<file path="config.mk">
export PLATFORM = sky130hd
export DESIGN_NAME = ccff_chain_loader
export DESIGN_NICKNAME = d
export VERILOG_FILES = /design/src/rtl/ccff_loader_pkg.sv /design/src/rtl/ccff_word_piso.sv /design/src/rtl/ccff_chain_loader.sv
export SDC_FILE = /design/constraint.sdc
export NUM_CORES = 1
export LEC_CHECK = 0
export ABC_AREA = 1
export CORE_MARGIN = 2
export CORE_UTILIZATION = 50
export DETAILED_ROUTE_END_ITERATION = 10
export PLACE_DENSITY = 0.78
export SLEW_MARGIN = 20
export SYNTH_ARGS = -nofsm -noshare
export SYNTH_HDL_FRONTEND = slang
export SYNTH_SLANG_ARGS = --single-unit
</file>
<file path="constraint.sdc">
create_clock -name prog_clk -period 2.43 [get_ports prog_clk]
set_input_delay 0.3645 -clock prog_clk [delete_from_list [all_inputs] [get_ports prog_clk]]
set_output_delay 0.3645 -clock prog_clk [all_outputs]
set_load 0.01 [all_outputs]
</file>
<file path="src/rtl/ccff_loader_pkg.sv">
// ccff_loader_pkg: shared types and helpers for the configuration-chain loader.
//   ccff_ld_state_e : loader FSM states
//   cnt_w(len)      : width of a counter able to hold the value len
package ccff_loader_pkg;

    typedef enum logic [1:0] {
        IDLE   = 2'd0,
        LOAD   = 2'd1,
        VERIFY = 2'd2,
        DONE   = 2'd3
    } ccff_ld_state_e;

    function automatic int cnt_w(input int len);
        return $clog2(len + 1);
    endfunction

endpackage

</file>
<file path="src/rtl/ccff_word_piso.sv">
// ccff_word_piso: DATA_W parallel-in/serial-out word buffer, MSB first.
// The first bit of a loaded word is presented on out_bit in the load cycle
// itself, so the word's MSB reaches the registered chain head one cycle after
// acceptance and back-to-back words stream without a bubble.
// Ports:
//   clk, rst   : clock, synchronous active-high reset
//   load       : accept din this cycle (only asserted while empty)
//   din        : parallel word
//   len        : number of top bits of din to shift (1..DATA_W)
//   out_bit    : bit being shifted out this cycle (valid when fire)
//   fire       : a bit is shifted out this cycle
//   empty      : no bits left in the buffer
module ccff_word_piso
    import ccff_loader_pkg::*;
#(
    parameter int DATA_W = 8,
    parameter int LW     = cnt_w(DATA_W)
) (
    input  logic              clk,
    input  logic              rst,
    input  logic              load,
    input  logic [DATA_W-1:0] din,
    input  logic [LW-1:0]     len,
    output logic              out_bit,
    output logic              fire,
    output logic              empty
);

    logic [DATA_W-1:0] sh;
    logic [LW-1:0]     rem;

    assign empty   = (rem == '0);
    assign fire    = load || !empty;
    assign out_bit = load ? din[DATA_W-1] : sh[DATA_W-1];

    always_ff @(posedge clk) begin
        if (rst) begin
            sh  <= '0;
            rem <= '0;
        end else if (load) begin
            // MSB leaves immediately; keep the rest, truncated to len bits
            sh  <= din << 1;
            rem <= len - 1'b1;
        end else if (!empty) begin
            sh  <= sh << 1;
            rem <= rem - 1'b1;
        end
    end

endmodule

</file>
<file path="src/rtl/ccff_chain_loader.sv">
// ccff_chain_loader: serialises a word stream onto a configuration FF chain.
// Accepts DATA_W-bit words (MSB first) over valid/ready and shifts exactly
// CHAIN_LEN bits, one per prog_clk, onto ccff_head. The final word of a pass
// is truncated to the bits still needed.
// Optional readback: define CCFF_LOADER_READBACK_EN to add a VERIFY pass in
// which the host re-sends the bitstream and ccff_tail is compared against it.
// Ports:
//   prog_clk, prog_reset : clock, synchronous active-high reset
//   start                : begin a load (IDLE/DONE only)
//   s_data/s_valid/s_ready : bitstream word stream
//   ccff_head            : registered serial bit to the chain head
//   ccff_tail            : chain tail (readback only)
//   busy, done, err      : status; err is a sticky readback mismatch
//   bit_cnt              : bits shifted in the current pass
module ccff_chain_loader
    import ccff_loader_pkg::*;
#(
    parameter int DATA_W    = 8,
    parameter int CHAIN_LEN = 64,
    parameter int CNT_W     = cnt_w(CHAIN_LEN)
) (
    input  logic              prog_clk,
    input  logic              prog_reset,
    input  logic              start,
    input  logic [DATA_W-1:0] s_data,
    input  logic              s_valid,
    output logic              s_ready,
    output logic              ccff_head,
    input  logic              ccff_tail,
    output logic              busy,
    output logic              done,
    output logic              err,
    output logic [CNT_W-1:0]  bit_cnt
);

    localparam int               LW    = cnt_w(DATA_W);
    localparam logic [CNT_W-1:0] LEN_C = CNT_W'(CHAIN_LEN);

    ccff_ld_state_e   state, state_nxt;
    logic [CNT_W-1:0] cnt;
    logic [CNT_W-1:0] left;
    logic [LW-1:0]    take;
    logic             pass_act, pass_end, start_ok;
    logic             buf_empty, load, fire, out_bit, head_r;

    assign pass_act = (state == LOAD) || (state == VERIFY);
    assign pass_end = (cnt == LEN_C);
    assign start_ok = start && ((state == IDLE) || (state == DONE));

    // The buffer is only reloaded when empty, so everything not yet shifted
    // is still upstream; a short final word keeps only its top bits.
    assign left    = LEN_C - cnt;
    assign take    = (int'(left) >= DATA_W) ? LW'(DATA_W) : LW'(left);
    assign s_ready = pass_act && buf_empty && !pass_end;
    assign load    = s_valid && s_ready;

    ccff_word_piso #(.DATA_W(DATA_W), .LW(LW)) u_piso (
        .clk     (prog_clk),
        .rst     (prog_reset),
        .load    (load),
        .din     (s_data),
        .len     (take),
        .out_bit (out_bit),
        .fire    (fire),
        .empty   (buf_empty)
    );

    always_comb begin
        state_nxt = state;
        case (state)
            IDLE, DONE: if (start) state_nxt = LOAD;
            LOAD: if (pass_end) begin
`ifdef CCFF_LOADER_READBACK_EN
                state_nxt = VERIFY;
`else
                state_nxt = DONE;
`endif
            end
            VERIFY: if (pass_end) state_nxt = DONE;
            default: state_nxt = IDLE;
        endcase
    end

    always_ff @(posedge prog_clk) begin
        if (prog_reset) begin
            state  <= IDLE;
            cnt    <= '0;
            head_r <= 1'b0;
        end else begin
            state <= state_nxt;
            if (start_ok || ((state == LOAD) && (state_nxt == VERIFY)))
                cnt <= '0;
            else if (fire)
                cnt <= cnt + 1'b1;
            // head holds its last value while the buffer stalls
            if (fire)
                head_r <= out_bit;
        end
    end

`ifdef CCFF_LOADER_READBACK_EN
    // The bit leaving the chain tail now was driven CHAIN_LEN cycles earlier,
    // which lines up with the same stream position being re-sent.
    logic err_r;
    always_ff @(posedge prog_clk) begin
        if (prog_reset || start_ok)
            err_r <= 1'b0;
        else if ((state == VERIFY) && fire && (ccff_tail != out_bit))
            err_r <= 1'b1;
    end
    assign err = err_r;
`else
    logic unused_tail;
    assign unused_tail = ccff_tail;
    assign err         = 1'b0;
`endif

    assign ccff_head = head_r;
    assign busy      = pass_act;
    assign done      = (state == DONE);
    assign bit_cnt   = cnt;

endmodule

</file>
==> qor.txt <==
Leak: 0.612 nW
flops & latches, synth: 21
worst r2r dst: u_piso.rem[2]
post-route cell area: 0.00152 mm²
R2R depth: 13
Worst Min Path Start: u_piso.sh[1]
Site Rows: 18
reg2reg start: bit_cnt[0]
clk root buf: clkbuf_4
Post-Synthesis Cells: 167
Min Clock Period, post-route: 2.30 ns
status: completed
Synth Area in Adders: 0.0501
Net Count, Synth: 185
dpl cells: 216
Setup crit end kind: primary output
grt total ovfl: 0
CP max FO: 5
io pins: 25
port buffer count: 22
ANT cells: 0
main combinational cell family by area after synthesis: simple AND/OR/NAND/NOR gates
Worst Hold End: u_piso.sh[1]
top cells by area, synth: dfxtp_1, nand2_1, nand2_4
internal power: 0.000685 W
worst skew pair latency: 0.31 ns
cts repair resizes: 0
Sw Ratio: 0.430
Post-synth EDFFs: 0
DIE WIDTH: 54 µm
initial antenna violation count: 0
die area: 0.00292 mm²
hold path cells: 2
post-DP HPWL: 1980 µm
worst-case clock buffer depth: 2
type of the worst setup path: reg -> out
Syn Area/Cell: 7.48 µm²
chip height: 54 µm
area delta synth->final: 21.5%
Clock power frac: 0.143
Starting DRT DRC Count: 8
Mapped Area: 0.00125 mm²
Synth warnings: 0
async set-reset flop share out of synthesis: 0
Fill cells: 225
library cells used by synthesis: 35
f_max: 0.435 GHz
Comb pwr share: 0.485
worst path required time: 2.07 ns
starting density of the core: 0.514
Reg power frac: 0.372
Startpoint Class: flip-flop
share of layout cells above drive strength 1: 0.195
TritonCTS Buffers: 3
total track usage: 0.195
power density cells: 791 mW/mm²
Residual DRC: 0
multiplexer area fraction after synthesis: 0
CP Data Arrival Time: 1.93 ns
Final Hold Viols: 0
Sink Count: 21
total vias in the final route: 1107
Final Util: 0.624
worst hold path class: reg -> reg
maxcap violations: 0
sw power: 0.000517 W
Post-CTS Setup Bufs: 0
largest net degree at the start of global routing: 13
R2R Setup Slk: 0.43 ns
Final Skew: 0.00670 ns
core box area: 0.00243 mm²
post-synthesis simple-gate area fraction: 0.375
post-synth top area share: 0.336
Hold Slack: 0.470 ns
setup TNS: 0 ns
Avg Vias per Cell: 5.03
Yosys top cell by area: dfxtp_1
wirelength, routed: 2470 µm
drt wl/cell: 11.2 µm
first-pass GRT wire length: 4180 µm
Post-Synth XOR/XNOR Area: 0.0210
Final #Nets: 209
RSZ-0062 raised after global routing: false
vias in the first global route: 1023
peak supply drop: 0.000527 V
DR pass1 iterations: 4
post-synthesis sequential area ratio: 0.336
fin. max-slew vios: 0
Most used DFF post-synth: dfxtp_1
RD Place Congestion: 0.859
Synth Area in Compound Gates: 0.126
clock slew at reported path FFs: 0.12 ns
H-tree levels: 1
Cell Area, Placed: 0.00149 mm²
setup violators final: 0
CTS tree: done
period utilisation layout: 0.946
DRT antenna net count: 0
hold_buf cts: 0
non-filler cells, final: 220
[worst max-delay path: stages, from the launching register on]
cell and delay, ns:
dfxtp_2 0.41, inv_2 0.08, ha_1 0.26, nand2_4 0.11, nor2_4 0.04, nand2_4 0.11, nand2_1 0.06, inv_1 0.04
clkdlybuf4s50_1 0.52
[layout by cell type, fill, tap and decap left out, drive strengths merged]
cell / instances
a211oi: 1
clkdlybuf4s50: 22
nor3: 3
o21ai: 3
nor3b: 1
clkinv: 2
xor2: 2
a21oi: 10
xnor2: 1
conb: 1
nand3: 6
ha: 5
nand2: 52
dfxtp: 21
or2: 2
nand4: 2
clkbuf: 3
nor4: 1
o21bai: 3
a21boi: 1
nor2: 19
a31oi: 7
inv: 22
[state kept, by name, indices dropped and copies added, names as in the netlist]
signal,flops
bit_cnt,7
u_piso.sh,7
u_piso.rem,4
state,2
ccff_head,1
[power groups by stage]
stage / sequential [W] / combinational, W / clock, W
after floorplan: 0.000450 / 0.000455 / 0
after global placement: 0.000451 / 0.000564 / 0
after detailed placement: 0.000451 / 0.000586 / 0
after CTS: 0.000444 / 0.000588 / 0.000177
after global routing: 0.000457 / 0.000653 / 0.000190
final: 0.000447 / 0.000583 / 0.000172
[synth_stat cells, types with 4 or more instances]
library cell and number:
nand2_1 43, nand2_4 6, inv_1 15, inv_2 7
nor2_4 4, a21oi_1 9, nand3_1 5, nor2_1 12
ha_1 5, dfxtp_1 21, a31oi_1 7
[metal layers]
metal | up-vias | global-route usage | wire length, µm
li1 | 577 | - | -
met1 | 504 | 0.237 | 1150
met2 | 22 | 0.354 | 1190
met3 | 4 | 0.0250 | 101
met4 | 0 | 0.0625 | 24
met5 | - | 0 | 0
[final cells by class]
class | instances | area [µm²] | area share
clock buffer | 3 | 22.5 | 0.0148
clock inverter | 1 | 5.00 | 0.00329
inverter | 23 | 91.3 | 0.0601
multi-input combinational | 120 | 719 | 0.474
sequential | 21 | 423 | 0.278
tap | 30 | 37.5 | 0.0247
timing repair buffer | 22 | 220 | 0.145
[worst max path at each step]
stage / endpoint / startpoint / slack, ns
final: s_ready / bit_cnt[0] / 0.13
after global routing: s_ready / bit_cnt[0] / 0.02
after CTS: s_ready / bit_cnt[0] / 0.02
after detailed placement: u_piso.rem[2] / bit_cnt[0] / 0.36
after global placement: s_ready / bit_cnt[0] / 0.43
after floorplan: u_piso.rem[2] / bit_cnt[0] / 0.46
[cell families after synthesis]
family,Yosys count
compound gates,25
flops,21
other cells,1
xor+xnor,3
fa+ha+maj,5
simple gates,86
buf+inv,26
[stage by stage]
| step | total power (W) | setup slack, ns |
|---|---|---|
| 2_1_floorplan | 0.000905 | 0.464 |
| 3_3_place_gp | 0.00101 | 0.428 |
| 3_5_place_dp | 0.00104 | 0.362 |
| 4_1_cts | 0.00121 | 0.0231 |
| 5_1_grt | 0.00130 | 0.0191 |
| 6_report | 0.00120 | 0.131 |
No activity file was read; power rests on OpenSTA's default activity.
